**src/rtl/ila_pkg.sv**
```systemverilog
// Shared constants and state encoding for the logic-analyzer capture and readout paths.
package ila_pkg;

  localparam int unsigned ILA_DEPTH = 256;
  localparam int unsigned ILA_AW    = 8;
  localparam int unsigned ILA_DW    = 16;

  typedef enum logic [1:0] {
    StIdle  = 2'd0,
    StRead  = 2'd1,
    StValid = 2'd2
  } ila_state_e;

endpackage

```
**src/rtl/ila_readout.sv**
```systemverilog
// Readout engine: walks the circular capture RAM from the oldest sample and streams
// each sample over valid/ready, one sample per clock when the sink keeps up.
module ila_readout
  import ila_pkg::*;
#(
  parameter int unsigned DEPTH = ILA_DEPTH,
  parameter int unsigned AW    = ILA_AW,
  parameter int unsigned DW    = ILA_DW
) (
  input  logic          i_clk,
  input  logic          i_rst_n,
  input  logic          i_start,
  input  logic          i_abort,
  input  logic [AW-1:0] i_wr_ptr,
  output logic          o_mem_re,
  output logic [AW-1:0] o_mem_addr,
  input  logic [DW-1:0] i_mem_rdata,
  output logic [DW-1:0] o_m_data,
  output logic [AW-1:0] o_m_index,
  output logic          o_m_valid,
  input  logic          i_m_ready,
  output logic          o_m_last,
  output logic          o_busy,
  output logic          o_done
);

  localparam logic [AW-1:0] LastIdx = AW'(DEPTH - 1);

  ila_state_e    r_state, w_state_d;
  logic [AW-1:0] r_base, r_cnt, r_index;
  logic [DW-1:0] r_data;
  logic          r_valid, r_last, r_busy, r_done, r_fresh;

  logic          w_adv, w_fin, w_mem_re;
  logic [AW-1:0] w_rd_cnt, w_rd_addr;

  always_comb begin
    w_adv     = (r_state == StValid) && i_m_ready && !r_last;
    w_fin     = (r_state == StValid) && i_m_ready && r_last;
    w_mem_re  = (r_state == StRead) || w_adv;
    w_rd_cnt  = w_adv ? (r_cnt + AW'(1)) : r_cnt;
    w_rd_addr = r_base + w_rd_cnt;
  end

  always_comb begin
    w_state_d = r_state;
    if (i_abort) begin
      w_state_d = StIdle;
    end else begin
      case (r_state)
        StIdle:  if (i_start) w_state_d = StRead;
        StRead:  w_state_d = StValid;
        StValid: if (w_fin) w_state_d = StIdle;
        default: w_state_d = StIdle;
      endcase
    end
  end

  always_ff @(posedge i_clk or negedge i_rst_n) begin
    if (!i_rst_n) begin
      r_state <= StIdle;
      r_base  <= '0;
      r_cnt   <= '0;
      r_index <= '0;
      r_data  <= '0;
      r_valid <= 1'b0;
      r_last  <= 1'b0;
      r_busy  <= 1'b0;
      r_done  <= 1'b0;
      r_fresh <= 1'b0;
    end else begin
      r_state <= w_state_d;
      r_busy  <= (w_state_d != StIdle);
      r_done  <= w_fin && !i_abort;
      // Data from a read issued in an abort cycle is never marked fresh, so it is dropped.
      r_fresh <= w_mem_re && !i_abort;
      if (r_fresh) r_data <= i_mem_rdata;
      if (i_abort) begin
        r_valid <= 1'b0;
        r_last  <= 1'b0;
      end else begin
        case (r_state)
          StIdle: begin
            if (i_start) begin
              r_base <= i_wr_ptr;
              r_cnt  <= '0;
            end
          end
          StRead: begin
            r_valid <= 1'b1;
            r_index <= r_cnt;
            r_last  <= (r_cnt == LastIdx);
          end
          StValid: begin
            if (w_adv) begin
              r_cnt   <= w_rd_cnt;
              r_index <= w_rd_cnt;
              r_last  <= (w_rd_cnt == LastIdx);
            end else if (w_fin) begin
              r_valid <= 1'b0;
              r_last  <= 1'b0;
            end
          end
          default: ;
        endcase
      end
    end
  end

  // The RAM word is only present in the cycle after the read; hold it locally afterwards.
  assign o_m_data   = r_fresh ? i_mem_rdata : r_data;
  assign o_mem_re   = w_mem_re;
  assign o_mem_addr = w_mem_re ? w_rd_addr : '0;
  assign o_m_index  = r_index;
  assign o_m_valid  = r_valid;
  assign o_m_last   = r_last;
  assign o_busy     = r_busy;
  assign o_done     = r_done;

endmodule

```
**config.mk**
```make
export PLATFORM = sky130hd
export DESIGN_NAME = ila_readout
export DESIGN_NICKNAME = d
export VERILOG_FILES = /design/src/rtl/ila_pkg.sv /design/src/rtl/ila_readout.sv
export SDC_FILE = /design/constraint.sdc
export NUM_CORES = 1
export LEC_CHECK = 0
export CAP_MARGIN = 20
export CORE_UTILIZATION = 48
export CTS_CLUSTER_DIAMETER = 80
export CTS_CLUSTER_SIZE = 30
export DETAILED_ROUTE_END_ITERATION = 10
export GPL_TIMING_DRIVEN = 0
export MAX_ROUTING_LAYER = met4
export PLACE_DENSITY = 0.83
export SYNTH_ARGS = -nofsm -noshare
export SYNTH_HDL_FRONTEND = slang
export SYNTH_SLANG_ARGS = --single-unit
```
**constraint.sdc**
```tcl
create_clock -name i_clk -period 2.9 [get_ports i_clk]
set_input_delay 0.29 -clock i_clk [delete_from_list [all_inputs] [get_ports i_clk]]
set_output_delay 0.29 -clock i_clk [all_outputs]
set_load 0.02 [all_outputs]
```
# Word-level counts from Yosys, hierarchy flattened
# Index checks and enable logic that the tools add are counted.
# classes
n_mux	18
bitwise_logic	1
addsub	2
reduce_logical	18
eq_ne	9
# op_table
op	n
two-way mux 8 bit	4
case mux 8 bit (2 select lines)	2
== test 8 bit, second input constant	2
two-way mux 16 bit	1
AND reduction 3 bit	3
adder 8 x 1 -> 8 bit, second input constant	1
adder 8 bit	1
two-way mux 2 bit	3
inequality test 3 bit, second input constant	2
case mux 2 bit (3 select lines)	1
nonzero test 2 bit	3
logical AND 1 bit	5
two-way mux 1 bit	5
inequality test 2 bit, second input constant	2
inequality test 4 bit, second input constant	1
case mux 1 bit (2 select lines)	2
AND reduction 4 bit	1
nonzero test 3 bit	1
== test 2 x 1 -> 1 bit, second input constant	1
== test 2 bit, second input constant	1
logical NOT 1 bit	2
logical NOT 2 bit	1
AND reduction 2 bit	1
logical OR 1 bit	1
NOT 1 bit	1
# totals
out_inout_bits	37
in_bits	29
elab_cells	58
regBits	47

# Depth between registers and ports, before layout
# depth
depth_word	8
depth_mapped	14
depth_no_buf	12

# Worst setup path after synthesis
# Ideal clock, no wire load.
# synth_path
path_kind	reg2out
startpoint	reg r_last (netlist: o_m_last)
endpoint	out o_mem_addr[6]
path_slack_ps	-216
n_path_buf	2
arrival_time_ps	2826
required_time_ps	2610
path_stages_with_launch	13
path_cell_list	dfrtp_1 > and4bb_1 > buf_4 > buf_2 > nand2_1 > xnor2_1 > ha_1 > nor2b_1 > o21ai_0 > a21boi_0 > o21a_1 > o21a_1 > nor3_1
# synth_between
elab_chain_len	5
word_cells_on_any_way	6
classes_between	1 x add/sub; 2 x mux; 3 x reduce/logical
# synth_lines
element	line_no	text
start: declaration	ila_readout.sv:32	logic r_valid, r_last, r_busy, r_done, r_fresh;
start signal: assignment	ila_readout.sv:92	r_last <= (r_cnt == LastIdx);
start signal: assignment	ila_readout.sv:98	r_last <= (w_rd_cnt == LastIdx);
logical NOT 1 bit *	ila_readout.sv:38	w_adv = (r_state == StValid) && i_m_ready && !r_last;
logical AND 1 bit *	ila_readout.sv:38	
two-way mux 8 bit	ila_readout.sv:41	w_rd_cnt = w_adv ? (r_cnt + AW'(1)) : r_cnt;
adder 8 bit	ila_readout.sv:42	w_rd_addr = r_base + w_rd_cnt;
two-way mux 8 bit *	ila_readout.sv:113	assign o_mem_addr = w_mem_re ? w_rd_addr : '0;
end: declaration	ila_readout.sv:16	output logic [AW-1:0] o_mem_addr,
# Mark *: on every way between the ends. The rest lies on a longest branch, timed or not.

# Worst setup path after layout
# Ends and elaborated chain as after synthesis.

==> impl_results.md <==
* Status: finished, violations left
* Violated checks: setup timing
* Die W at about 73 um
* Min cycle time layout at around 3.3 ns
* Hold WC Path Type: input pin to asynchronous set/reset pin
* Pre-antenna DRT Iters at 5
* Sum Neg Setup Slack at -1.37 ns
* CP max-delay cell: dfrtp_1
* Library cells used by synthesis at 43
* Die Y at 73.4 um
* Most common cell in the netlist: dfrtp_1
* CP Launch Type: flip-flop
* RSZ-0062 raised after global routing: yes
* PwrDens at about 520 mW/mm^2
* Clk_skew at roughly 0.009 ns
* Final layout net count at between 300 and 400
* Number of max-slew violations in the final report at 0
* Layout cell share with drive strength beyond 1 at approximately 34%
* Fill count at slightly above 300
* Worst reg2reg path depth at 9
* Arr. time, crit path at about 3 ns
* CTS max path bufs at 2
* DP Worst Slack at -1.17 ns
* Synth Area in Simple Gates at ~14%
* CTS tree: built
* Port bufs at 65
* GR Overflow Total at 0
* Clk_lat worst skew at roughly 0.31 ns
* VDD IR max at roughly 0.61 mV
* Main combinational cell family by area after synthesis: simple AND/OR/NAND/NOR gates
* Avg Inst Size Synth at between 10 and 15 sq um
* Mux cell area share after synthesis at 13.3%
* Worst Path Required at around 2.6 ns
* Syn. warnings at 0
* Largest net degree at the start of global routing at 27
* Area Overhead vs Synth at 53.2%
* Async S/R FF share, synth at between 90% and 100%
* Max cap viols at 0
* DRC at 0
* Synthesized area at about 0.0024 sq mm
* Synth Area in XOR/XNOR at 3.58%
* Adder-Cell Fraction of Synth Area at ~4.9%
* Rel. slew slack at between 60% and 70%
* Antenna fix cells at 0
* Critical Path End Type: output port
* Synthesized flop and latch total at between 40 and 50
* Fin. Hold Viols at 0
* Clock transition at path regs at roughly 0.090 ns
* Iter 0 DRT Violations at 215
* Worst Max-Slew Pin Slew at 0.595 ns
* Vias per cell at 5.52
* Period utilisation layout at 112%
* CTS HTree Levels at 2
* Vias at 2173
* Detail-routed net length per standard cell at 18.0 um
* Initial antenna violation count at 0
* Total die area at between 0.005 and 0.006 sq mm
* Peak Freq at a little over 300 MHz
* Post-synth net total at 263
* Root buffer cell: clkbuf_8
* Dpl hpwl at between 4 and 5 mm
* CTS sink cnt at 47
* WHS at a little under 0.5 ns
* Routed wire length at a little over 7 mm
* Top post-synthesis cells by area: dfrtp_1 (48%), mux2_2 (13%), ha_1 (4.1%)
* Initial core utilization at about 50%
* RR Startpoint: r_state[1]$_DFF_PN0_
* I/O pin total at 66
* Slowest cell delay on critical path at 0.42 ns
* Area leader, netlist: dfrtp_1
* Crit-path max FO at 5
* GP Congestion at 0.901
* P_leak at 1.62 nW
* Global-route wire length before repair at between 10 and 15 mm
* Post-Syn Instances at ~230
* Number of flops mapped to enable cells by yosys at 0
* Cell Rows at 25
* Seq/Total Area, Yosys at 48.0%
* Post-detailed-route count of antenna-violating nets at 0
* Util after Layout at between 70% and 80%
* Num CTS Buffers at 5
* Share of the synthesized area in the top cell type at roughly half
* Top_reg_cell synth: dfrtp_1
* Final setup fails at 5
* Placeable Area at between 0.004 and 0.005 sq mm
* Vias in the first global route at approximately 2100
* Worst R2R Setup Slack at approximately 0.72 ns
* Worst-path cell chain: and4bb_4 -> buf_12 -> nand2b_4 -> nand2_4 -> ha_4 -> inv_2 -> fa_2 -> nor2b_4 -> o21ai_2 -> a21boi_2 -> o21a_1 -> buf_6 -> nor3_4 -> nor3_4 -> buf_6
* Compound-Gate Fraction of Synth Area at ~12%
* Critical R2R Capture: o_m_last$_DFFE_PN0P_
* Fin worst setup slack at -0.354 ns
* Crit path kind: flip-flop to output port
* GRT Total Usage at 27.3%
* Top cells by count, synth: dfrtp_1 (47), mux2_2 (28), nor2_1 (16), nand2_1 (12), o21ai_0 (12)
==> timing repair <==
action,in CTS,in global routing
setup buffers,19,13
pin swaps,19,11
endpoints found under the hold margin,21,0
setup endpoints to repair,7,7
resized for setup,76,11
hold buffers,1,0
==> sequential cells by signal (all words and copies together), names as in the netlist <==
name       count
o_m_valid      1
r_cnt          8
r_state        2
o_done         1
o_m_index      8
o_busy         1
o_m_last       1
r_data        16
r_base         8
r_fresh        1
==> layout make-up <==
type | count | area, sq um | share of cell area [%]
flip-flops and latches | 47 | 1180 | 31.3
inverters | 6 | 22.5 | 0.600
repair buffers | 98 | 927 | 24.7
well taps | 67 | 83.8 | 2.23
clock buffers | 8 | 100 | 2.67
multi-input cells | 157 | 1380 | 36.7
plain buffers | 11 | 66.3 | 1.77
==> routing by layer <==
metal | up-vias | share of wire [%] | track usage (%)
met4 | 0 | 2.2 | 10.5
met3 | 12 | 5.2 | 4.39
met5 | - | 0 | -
met2 | 87 | 53 | 42.9
met1 | 1082 | 40 | 35.7
li1 | 992 | - | -
==> how the worst max path moves through the flow <==
stage                                     from       endpoint  slack [ns]  cells past startpoint
after global routing      r_state[0]$_DFF_PN0_  o_mem_addr[7]       -0.49                     12
after global placement               i_m_ready  o_mem_addr[6]       -1.10                     14
final                     o_m_last$_DFFE_PN0P_  o_mem_addr[6]       -0.35                     15
after floorplan           o_m_last$_DFFE_PN0P_  o_mem_addr[7]        0.02                     11
after detailed placement             i_m_ready  o_mem_addr[6]       -1.17                     14
after CTS                 r_state[0]$_DFF_PN0_  o_mem_addr[6]       -0.32                     14
==> cells by family (layout without fill, tap and decap cells) <==
family / Yosys count / in the layout
adder cells (fa/ha/maj): 9 / 9
XOR/XNOR: 10 / 10
flip-flops: 47 / 47
buffers and inverters: 21 / 123
AO/OA/AOI/OAI: 45 / 45
multiplexers: 29 / 29
AND/OR/NAND/NOR: 64 / 64
==> per-stage QoR <==
step / cell area [sq um] / std cells / power [mW]
3_3_place_gp: 3190 / 357 / 1.44
2_1_floorplan: 2460 / 225 / 1.16
3_5_place_dp: 3210 / 358 / 1.46
4_1_cts: 3650 / 386 / 1.94
6_report: 3750 / 394 / 1.96
5_1_grt: 3750 / 394 / 2.05
==> report_power, final <==
part / switching [mW] / internal [mW] / leakage (nW)
clock: 0.221 / 0.218 / 0.0515
combinational: 0.340 / 0.363 / 0.973
sequential: 0.0485 / 0.767 / 0.596
==> placed cells by master (no fill, tap or decap), types with 2 or more instances in the layout <==
cell	count
clkbuf_8	7
nor2_1	15
nand2_1	9
and2_1	3
o31ai_1	5
o21ai_0	8
buf_12	2
dlygate4sd2_1	2
xnor2_1	3
buf_4	28
xnor2_2	3
nor3_1	4
nand3b_1	2
ha_4	3
inv_1	5
dfrtp_1	47
o21a_1	2
ha_1	4
a22o_1	5
mux2_2	28
o21ai_1	3
nand3_1	4
nor3_4	2
nand2b_1	3
buf_2	7
a31oi_1	4
a21oi_1	8
clkdlybuf4s50_1	56
buf_6	8
nand4_1	3
clkbuf_1	5
xor2_1	2
nor2b_1	4
==> worst max-delay path: cells and delay by family, from the launching register on <==
kind            cells  cell delay [ns]
flops               1             0.42
buf+inv             4             0.41
fa+ha+maj           2             0.49
compound gates      3             0.45
simple gates        6             0.86
Power figures use the tool's default switching activity.
